### config.mk
export PLATFORM = sky130hd
export DESIGN_NAME = forward_tracker
export DESIGN_NICKNAME = d
export VERILOG_FILES = /design/src/rtl/forward_tracker.sv
export SDC_FILE = /design/constraint.sdc
export NUM_CORES = 1
export LEC_CHECK = 0
export ABC_AREA = 1
export BUFFER_PORTS_ARGS = -buffer_cell sky130_fd_sc_hd__buf_4
export CORE_MARGIN = 2
export CORE_UTILIZATION = 40
export CTS_CLUSTER_SIZE = 40
export DETAILED_ROUTE_END_ITERATION = 6
export MAX_ROUTING_LAYER = met4
export PLACE_DENSITY = 0.69
export SLEW_MARGIN = 20
export SYNTH_ARGS = -nofsm -noshare
export SYNTH_HDL_FRONTEND = slang
export SYNTH_SLANG_ARGS = --single-unit
export TNS_END_PERCENT = 1
### constraint.sdc
create_clock -name clk -period 5 [get_ports clk]
set_clock_uncertainty 0.05 [all_clocks]
set_input_delay 0 -clock clk [delete_from_list [all_inputs] [get_ports clk]]
set_output_delay 0 -clock clk [all_outputs]
set_load 0.01 [all_outputs]
### src/rtl/forward_tracker.sv
// Operand forwarding scoreboard beside the ID stage: tracks in-flight destination
// registers, selects the youngest producer per source and raises load-use stalls.
module forward_tracker #(
  parameter int XLEN    = 32,
  parameter int DEPTH   = 3,
  parameter int NUM_SRC = 2,
  parameter int SLOT_W  = 3
) (
  input  logic                      clk,
  input  logic                      reset_n,
  input  logic                      freeze,
  input  logic                      flush,
  input  logic                      id_valid,
  input  logic [4:0]                id_rd,
  input  logic                      id_reg_write,
  input  logic [SLOT_W-1:0]         id_result_stage,
  input  logic [NUM_SRC*5-1:0]      id_rs_addr,
  input  logic [NUM_SRC-1:0]        id_rs_used,
  input  logic [DEPTH*XLEN-1:0]     stage_data,
  output logic [NUM_SRC-1:0]        fwd_hit,
  output logic [NUM_SRC*SLOT_W-1:0] fwd_slot,
  output logic [NUM_SRC*XLEN-1:0]   fwd_data,
  output logic                      stall,
  output logic [31:0]               stall_count
);

  logic [DEPTH-1:0]  slot_valid;
  logic [4:0]        slot_rd     [DEPTH];
  logic [SLOT_W-1:0] slot_rstage [DEPTH];
  logic [31:0]       stall_cnt;
  logic [NUM_SRC-1:0] src_wait;
  logic              insert_bubble;

  // Scan oldest to youngest so the youngest match is the one left standing.
  always_comb begin
    fwd_hit  = '0;
    fwd_slot = '0;
    fwd_data = '0;
    src_wait = '0;
    for (int i = 0; i < NUM_SRC; i++) begin
      for (int k = DEPTH - 1; k >= 0; k--) begin
        if (slot_valid[k] && id_rs_used[i] &&
            (id_rs_addr[5*i +: 5] != 5'd0) &&
            (slot_rd[k] == id_rs_addr[5*i +: 5])) begin
          fwd_hit[i]                   = 1'b1;
          fwd_slot[SLOT_W*i +: SLOT_W] = SLOT_W'(k);
          fwd_data[XLEN*i +: XLEN]     = stage_data[XLEN*k +: XLEN];
          src_wait[i]                  = (slot_rstage[k] > SLOT_W'(k));
        end
      end
    end
  end

  assign stall         = id_valid & ~flush & (|src_wait);
  assign insert_bubble = stall | flush | ~id_valid | ~id_reg_write | (id_rd == 5'd0);
  assign stall_count   = stall_cnt;

  always_ff @(posedge clk or negedge reset_n) begin
    if (!reset_n) begin
      slot_valid <= '0;
      stall_cnt  <= '0;
      for (int k = 0; k < DEPTH; k++) begin
        slot_rd[k]     <= '0;
        slot_rstage[k] <= '0;
      end
    end else if (!freeze) begin
      for (int k = DEPTH - 1; k >= 1; k--) begin
        slot_valid[k]  <= slot_valid[k-1];
        slot_rd[k]     <= slot_rd[k-1];
        slot_rstage[k] <= slot_rstage[k-1];
      end
      slot_valid[0]  <= ~insert_bubble;
      slot_rd[0]     <= insert_bubble ? 5'd0 : id_rd;
      slot_rstage[0] <= insert_bubble ? '0 : id_result_stage;
      if (stall && (stall_cnt != 32'hFFFF_FFFF))
        stall_cnt <= stall_cnt + 32'd1;
    end
  end

endmodule

After elaboration in Yosys (flattened, before gate mapping)
Cells that the tools add are included.

storage, ports and cells
  input bits = 122
  output and inout port bits = 105
  register bits after elaboration = 59

cells by class
  add/sub/neg operators = 1
  multiplexer cells = 26
  reductions and logical operators = 24
  $lt $le $gt $ge = 3
  bitwise logic cells = 11
  equal/unequal tests = 7

operator list
  cell                                                           count
  2-to-1 mux 32 bit                                              6
  adder 32 x 1 -> 32 bit, second input constant                  1
  != test 32 bit, second input constant                          1
  == test 5 bit                                                  6
  logical AND 1 bit                                              19
  2-to-1 mux 3 bit                                               5
  2-to-1 mux 1 bit                                               12
  nonzero test 5 bit                                             2
  greater-than comparator 3 x 1 -> 1 bit, second input constant  2
  zero test 5 bit                                                1
  2-to-1 mux 5 bit                                               1
  NOT 1 bit                                                      5
  2-to-1 mux 2 bit                                               2
  bitwise OR 1 bit                                               4
  greater-than comparator 3 x 2 -> 1 bit, second input constant  1
  bitwise AND 1 bit                                              2
  AND reduction 2 bit                                            1
  OR reduction 2 bit                                             1

Depth between registers and ports, before layout
Gate-level depths: netlist of run 1.

  depth after elaboration = 13
  depth in mapped cells = 15
  mapped depth without buffers = 14

Worst setup path after synthesis of run 1
No wires, ideal clock.

  path type = register to register
  start point = register stall_cnt[0] (netlist: stall_count[0])
  end point = register stall_cnt[10] (netlist: stall_count[10])
  arrival time = 1.718 ns
  cell stages (with the launch flop) = 12
  path buffers = 1
  period minus slack after synthesis = 1.885 ns
  setup slack = 3.115 ns
  setup time = 0.117 ns
  cells stage by stage = dfrtp_1 -> ha_1 -> nand3_2 -> nor2_2 -> nand3_1 -> nor3_1 -> nand2_1 -> nand2_1 -> inv_2 -> clkbuf_1 -> nand4_1 -> nand2_1

between the ends
  cells in the longest elaborated chain, start to end = 3

RTL lines
  what                                                                            RTL line  source
  start: declaration                                                              30        logic [31:0] stall_cnt;
  start signal: assignment                                                        76        stall_cnt <= stall_cnt + 32'd1;
  parallel branches: the longest is 3 deep, another holds adder 32 x 1 -> 32 bit  -

Parallel ways; which one is timed is not known.
A chain may end at the register's enable or synchronous reset.

Final worst setup path of run 1
  start point = register slot_rd[14] in the netlist's numbering
  end point = output port fwd_data[54]

between the ends
  cells in the longest elaborated chain, start to end = 3

RTL lines
  what                              RTL line  source
  start: declaration                28        logic [4:0] slot_rd [DEPTH];
  start signal: indexed assignment  69        slot_rd[k] <= slot_rd[k-1];
  == test 5 bit                     44        (slot_rd[k] == id_rs_addr[5*i +: 5])) begin
  logical AND 1 bit                 43        (id_rs_addr[5*i +: 5] != 5'd0) &&
  2-to-1 mux 32 bit                 42        if (slot_valid[k] && id_rs_used[i] &&
  end: declaration                  22        output logic [NUM_SRC*XLEN-1:0] fwd_data,

Every way passes these cells.

==> results of run 1 <==
cells by family after synthesis:
family / after synthesis / synth area share (%)
simple gates: 476 / 39.22
xor+xnor: 31 / 5.234
buf+inv: 170 / 13.10
flops: 59 / 28.46
compound gates: 93 / 13.68
fa+ha+maj: 1 / 0.2412
other cells: 1 / 0.07229
worst max-delay path, delay by kind of cell (launching register included):
kind / cells / cell delay [ns]
and+or+nand+nor: 5 / 1.54
DFF: 1 / 0.39
buffers and inverters: 3 / 0.81
AOI/OAI and AO/OA: 2 / 0.24
worst max path at each step:
stage and endpoint:
6_report fwd_data[54], 5_1_grt stall_count[24], 4_1_cts fwd_data[54], 3_5_place_dp stall_count[1]
3_3_place_gp stall_count[25], 2_1_floorplan stall_count[10]
cell type report:
| class | count | share of cell area, % |
|---|---|---|
| multi-input cells | 603 | 41.48 |
| inverters | 133 | 6.816 |
| well taps | 172 | 2.938 |
| clock buffers | 9 | 3.075 |
| repair buffers | 237 | 24.60 |
| clock inverters | 7 | 0.9395 |
| flip-flops and latches | 59 | 20.16 |
flip-flops by register name, summed over array words and instances (netlist names):
name and count:
slot_rd 15, slot_rstage 9, slot_valid 3, stall_count 32
metal layers:
metal  vias to the layer above  wire, um  track usage [%]
met5                         -         0                -
met4                         0       612            10.32
met3                        42      1219            5.233
met2                       253      9429            46.73
met1                      2858      7747            32.61
li1                       3143         -                -
Yosys cell counts, types with 2 or more instances:
master / count
buf_4: 2
nand4_1: 49
dfrtp_1: 59
clkbuf_1: 23
nor4_1: 2
inv_1: 120
nand3_1: 24
inv_2: 13
buf_6: 3
nor3_1: 20
o221ai_1: 64
xnor2_1: 10
nand3_2: 3
a21oi_1: 4
xor2_1: 21
nand2_1: 306
o21ai_0: 20
nand2_2: 2
nor2_2: 3
nand3b_1: 2
buf_2: 9
o21ai_1: 4
nor2_1: 61
power by group:
part / internal, W / total [W] / switching [W]
sequential: 0.000489 / 0.000499 / 0.0000104
combinational: 0.0000952 / 0.000205 / 0.000109
clock: 0.000383 / 0.000610 / 0.000227
placed cells by master, fill, tap and decap left out, types with 9 or more instances in the layout:
| cell | Yosys | layout |
|---|---|---|
| dlygate4sd3_1 | 0 | 9 |
| o221ai_1 | 64 | 64 |
| nor3_1 | 20 | 20 |
| nor2_1 | 61 | 60 |
| nand4_1 | 49 | 49 |
| dfrtp_1 | 59 | 59 |
| inv_1 | 120 | 120 |
| xnor2_1 | 10 | 10 |
| nand3_1 | 24 | 24 |
| buf_4 | 2 | 228 |
| xor2_1 | 21 | 21 |
| o21ai_0 | 20 | 20 |
| inv_2 | 13 | 13 |
| nand2_1 | 306 | 306 |
| clkbuf_16 | 0 | 9 |
timing repair:
item / in CTS / in global routing
hold buffers: 9 / 0
resized for setup: 0 / 0
endpoints found under the hold margin: 67 / 0
metrics by stage:
step	instance area (um2)	utilization, %	hold slack, ns	setup WS (ns)
2_1_floorplan	5191	-	-0.3456	3.115
3_3_place_gp	6940	55.00	0.06869	1.843
3_5_place_dp	6940	55.00	0.07476	1.704
4_1_cts	7325	58.04	0.04992	1.646
5_1_grt	7325	58.04	0.08373	1.300
6_report	7325	58.04	0.05480	1.626
==> impl_metrics.csv, run 1 <==
group,metric,value,unit
setup_path,r2r-start,"slot_rd[14]",
sta,fmax,296.4,MHz
setup_path,cp.required,4.95,ns
sta,slew_headroom,26.94,%
status,status,"finished, final reports clean",
detailed_routing,viasPerCell,5.161,
detailed_routing,drt_wl_total,19010,um
setup_path,rr_worst_depth,13,
finish,fillers,1268,
clock_network,numCtsBuffers,9,
detailed_routing,wl_per_cell,15.58,um
setup_path,worst_ep_arrival_time,3.32,ns
yosys,syn_area_per_cell,6.242,um2
yosys,synthArstFlopShare,100.0,%
yosys,synth.largest_area_cell,"dfrtp_1",
detailed_routing,dr.pass1.iters,4,
power_and_ir_drop,power_density,179.3,nW/um2
min_path,worstHoldStart,"freeze",
power_and_ir_drop,leakage,3.957,nW
finish,multiInputGateArea,3038,um2
yosys,ys_warn_count,0,
clock_network,cts_tree,"yes",
yosys,synth.top_cell.area_share,28.46,%
yosys,synth_edf_count,0,
detailed_routing,vias,6296,
yosys,netlist-cell-type-count,30,
clock_network,htreeDepth,3,
yosys,ys_seq_area_share,28.46,%
detailed_routing,ant_nets,0,
placement,dp.cells,1195,
min_path,hold_end,"slot_rstage[0]",
clock_network,cts-root-buf,"clkbuf_16",
sta,min_period,3.374,ns
setup_path,rrSetupSlack,1.71,ns
clock_network,post-cts-setup-buffers,0,
global_route,track_usage,27.61,%
global_route,grt_max_degree,60,
placement,numPortBuffers,224,
placement,gp_congestion,0.9457,
finish,layout-drive-gt1-share,25.67,%
yosys,netlist_area,5187,um2
clock_network,cts_sinks,59,
setup_path,path_cells,"inv_2, nand2_1, o21ai_0, nor2_1, nand3_2, nand3_1, inv_1, nand2_1, o221ai_1, buf_4",
die,start_util,41.11,%
die,fp-row-count,41,
sta,finalHoldViolations,0,
setup_path,crit_fanout,37,
sta,slew_violations,0,
sta,rsz0062_at_grt,"false",
setup_path,critical_path_class,"reg -> out",
finish,nets,1166,
min_path,hold_depth,3,
yosys,ys_top_cells_by_area,"dfrtp_1 (28%), nand2_1 (22%), o221ai_1 (11%)",
global_route,antenna_found_initial,0,
die,die_area,13900,um2
yosys,postSynthCellCount,831,
setup_path,crit_top_cell,"nand2_1",
setup_path,start_kind,"flop",
clock_network,clock_path_buffers,2,
die,pin_count,227,
clock_network,insertion_delay,0.33,ns
placement,dp_hpwl,14320,um
power_and_ir_drop,ir_drop,0.0001358,V
sta,worstMarginPinSlew,1.095,ns
sta,tns,0,ns
detailed_routing,drtIter0Drc,362,
finish,n_antenna_cell,0,
finish,fin_cells,1220,
job,maxCapViolCount,0,
yosys,synth-seq-cells,59,
die,die_w,117.9,um
sta,setup_viol,0,
global_route,grt_overflow,0,
min_path,holdCritPathClass,"in -> reg",
die,coreArea,12620,um2
global_route,grt_pass1_wl,30300,um
power_and_ir_drop,p_total,0.001314,W
finish,final-seq-area,1476,um2
setup_path,cpPeakStageDelay,0.71,ns
setup_path,cp_slowest_cell,"nand3_2",
yosys,synth_top_flop_cell,"dfrtp_1",
global_route,grt_pass1_vias,5886,
finish,synthToLayoutAreaGrowth,41.20,%
die,die_h,117.9,um
sta,finalCritPeriodShare,67.48,%
setup_path,end_kind,"output pin",
setup_path,cp-startpoint,"slot_rd[14]",
detailed_routing,drcViolationCount,0,
clock_network,path_clk_slew,0.05,ns
setup_path,timing.rr.end,"stall_count[1]",
No activity file was read; power rests on OpenSTA's default activity.
==> inputs of run 2 (changes only) <==
--- a/config.mk
+++ b/config.mk
@@ -5,14 +5,14 @@
 export SDC_FILE = /design/constraint.sdc
 export NUM_CORES = 1
 export LEC_CHECK = 0
-export ABC_AREA = 1
+export ABC_AREA = 0
 export BUFFER_PORTS_ARGS = -buffer_cell sky130_fd_sc_hd__buf_4
 export CORE_MARGIN = 2
 export CORE_UTILIZATION = 40
 export CTS_CLUSTER_SIZE = 40
 export DETAILED_ROUTE_END_ITERATION = 6
 export MAX_ROUTING_LAYER = met4
-export PLACE_DENSITY = 0.69
+export PLACE_DENSITY = 0.75
 export SLEW_MARGIN = 20
 export SYNTH_ARGS = -nofsm -noshare
 export SYNTH_HDL_FRONTEND = slang
==> constraint.sdc (replaced) <==
create_clock -name clk -period 3.1 [get_ports clk]
set_clock_uncertainty 0.05 [all_clocks]
set_input_delay 0 -clock clk [delete_from_list [all_inputs] [get_ports clk]]
set_output_delay 0 -clock clk [all_outputs]
set_load 0.01 [all_outputs]
==> run 2 against run 1 <==
  * Cell area down 14%
  * Flip-flop and latch count is the same
  * Sequential power grew 62%
  * Combinational power increased by 33%
  * Clock-buffer cell count up 3
  * Synthesized cell count fell by 39%
  * Critical path type unchanged
  * Largest cell class unchanged
==> impl_metrics.csv, run 2 <==
group,metric,value,unit
yosys,ys_seq_area_share,34.46,%
power_and_ir_drop,clkPwrFrac,34.7,%
min_path,holdCritPathClass,"in -> reg",
sta,min_period,2.882,ns
clock_network,clock_path_buffers,2,
global_route,grt_max_degree,68,
power_and_ir_drop,ir_drop,0.0003076,V
placement,dp.cells,836,
detailed_routing,wl_per_cell,17.19,um
finish,synthToLayoutAreaGrowth,47.11,%
placement,numPortBuffers,224,
sta,finalCritPeriodShare,92.97,%
clock_network,path_clk_slew,0.06,ns
clock_network,insertion_delay,0.33,ns
detailed_routing,viasPerCell,5.527,
sta,setup_viol,0,
clock_network,htreeDepth,3,
sta,worstMarginPinSlew,0.7174,ns
yosys,synth-seq-cells,59,
setup_path,critical_path_class,"reg -> out",
global_route,grt_pass1_vias,4556,
sta,finalHoldViolations,0,
sta,tns,0,ns
finish,n_antenna_cell,0,
power_and_ir_drop,power_frac_comb,16.4,%
setup_path,cp_slowest_cell,"o41a_2",
global_route,grt_pass1_wl,22910,um
global_route,grt_overflow,0,
clock_network,cts_tree,"yes",
setup_path,end_kind,"output pin",
die,die_h,107.5,um
die,die_area,11550,um2
yosys,postSynthCellCount,504,
yosys,synth.largest_area_cell,"dfrtp_1",
placement,dp_hpwl,11270,um
clock_network,cts_sinks,59,
finish,final_util,60.77,%
status,status,"finished, final reports clean",
power_and_ir_drop,power_density,262.6,nW/um2
yosys,synth_edf_count,0,
sta,holdWs,0.09042,ns
setup_path,cpPeakStageDelay,0.64,ns
die,start_util,41.31,%
yosys,ys_warn_count,0,
power_and_ir_drop,power.share.sequential,48.9,%
setup_path,worst-path-buf-inv,1,
setup_path,start_kind,"flop",
finish,final_common_cell,"buf_4",
clock_network,cts-root-buf,"clkbuf_8",
setup_path,cp.required,3.05,ns
yosys,synth.top_cell.area_share,34.46,%
setup_path,crit_fanout,25,
yosys,synth_top_flop_cell,"dfrtp_1",
setup_path,worst_ep_arrival_time,2.83,ns
power_and_ir_drop,internal-power,0.001250,W
finish,fin_cells,860,
yosys,netlist_area,4284,um2
global_route,antenna_found_initial,0,
yosys,netlist-cell-type-count,45,
job,maxCapViolCount,0,
sta,slew_violations,0,
die,fp-row-count,37,
yosys,ys_top_cells_by_area,"dfrtp_1 (34%), xnor2_1 (10%), a22oi_1 (7.4%)",
detailed_routing,drt_wl_total,14780,um
power_and_ir_drop,switching_share,24.47,%
setup_path,path_cells,"xnor2_1, or4b_2, o41a_2, a22oi_1, o21ai_0, buf_4",
die,coreArea,10370,um2
finish,largest_register_ffs,32,
sta,rsz0062_at_grt,"false",
detailed_routing,vias,4753,
finish,layout_common_cells,"buf_4 (234), nand2_1 (66), dfrtp_1 (59)",
yosys,synthArstFlopShare,100.0,%
setup_path,critPathTopFamily,"compound AO/OA/AOI/OAI gates",
detailed_routing,drcViolationCount,0,
sta,slew_headroom,52.17,%
finish,layout-drive-gt1-share,38.12,%
clock_network,numCtsBuffers,9,
die,die_w,107.5,um
power_and_ir_drop,leakage,2.993,nW
clock_network,post-cts-setup-buffers,0,
die,pin_count,227,
yosys,syn_area_per_cell,8.500,um2
detailed_routing,dr.pass1.iters,4,
sta,fmax,347.0,MHz
yosys,synth.most_common_cell,"nand2_1",
global_route,track_usage,25.46,%
detailed_routing,ant_nets,0,
finish,nets,843,
detailed_routing,drtIter0Drc,243,
placement,gp_congestion,0.9040,
power_and_ir_drop,p_total,0.001655,W
yosys,synth_commonest_cells,"nand2_1 (66), dfrtp_1 (59), o21ai_0 (51)",
power_and_ir_drop,switching_power,0.0004051,W
## run 2: kinds of logic after synthesis
group | share of synthesized area, %
multiplexers | 4.994
buffers and inverters | 5.374
adder cells (fa/ha/maj) | 0.2920
other | 0.08753
flip-flops | 34.46
XOR/XNOR | 12.47
AO/OA/AOI/OAI | 22.34
AND/OR/NAND/NOR | 19.98
## run 2: area by class of cell
cell class              instances  area [um2]
repair buffers                243        1847
inverters                      14       52.55
multi-input cells             393        2596
flip-flops and latches         59        1476
clock inverters                 3       15.01
well taps                     136       170.2
fillers                       906        4068
clock buffers                  12       145.1
## run 2: through the flow
stage / cell area (um2) / setup slack [ns]
2_1_floorplan: 4288 / 0.6397
3_3_place_gp: 6046 / 0.3775
3_5_place_dp: 6046 / 0.3408
4_1_cts: 6296 / 0.02704
5_1_grt: 6302 / 0.07973
6_report: 6302 / 0.2180
## run 2: final timing paths
| kind | start | end | slack (ns) | cells after the start |
|---|---|---|---|---|
| max | slot_rd[5] | fwd_data[19] | 0.22 | 6 |
| min | freeze | slot_valid[0] | 0.09 | 2 |
| max reg2reg | slot_rd[5] | stall_count[1] | 0.36 | 7 |
| min reg2reg | stall_count[18] | stall_count[18] | 0.45 | 1 |
| max in group asynchronous | reset_n | slot_rd[0] | 2.30 | 2 |
| min in group asynchronous | reset_n | stall_count[13] | 0.22 | 2 |
## run 2: power groups by stage
stage / sequential (W) / combinational [W] / clock (W)
3_5_place_dp: 0.000823 / 0.000262 / 0
6_report: 0.000810 / 0.000272 / 0.000574
2_1_floorplan: 0.000816 / 0.0000837 / 0
3_3_place_gp: 0.000823 / 0.000257 / 0
5_1_grt: 0.000812 / 0.000295 / 0.000623
4_1_cts: 0.000809 / 0.000272 / 0.000588
## run 2: routing by layer
layer	GRT usage (%)	wire length (um)	vias to the layer above
li1	-	-	2271
met1	30.84	5992	2262
met2	43.94	7547	194
met3	3.087	894	26
met4	8.791	347	0
met5	-	0	-
## run 2: timing repair
action | 4_1_cts | 5_1_grt
hold buffers | 9 | 0
endpoints found under the hold margin | 67 | 0
gates resized for setup | 0 | 1
setup endpoints to repair | 0 | 25
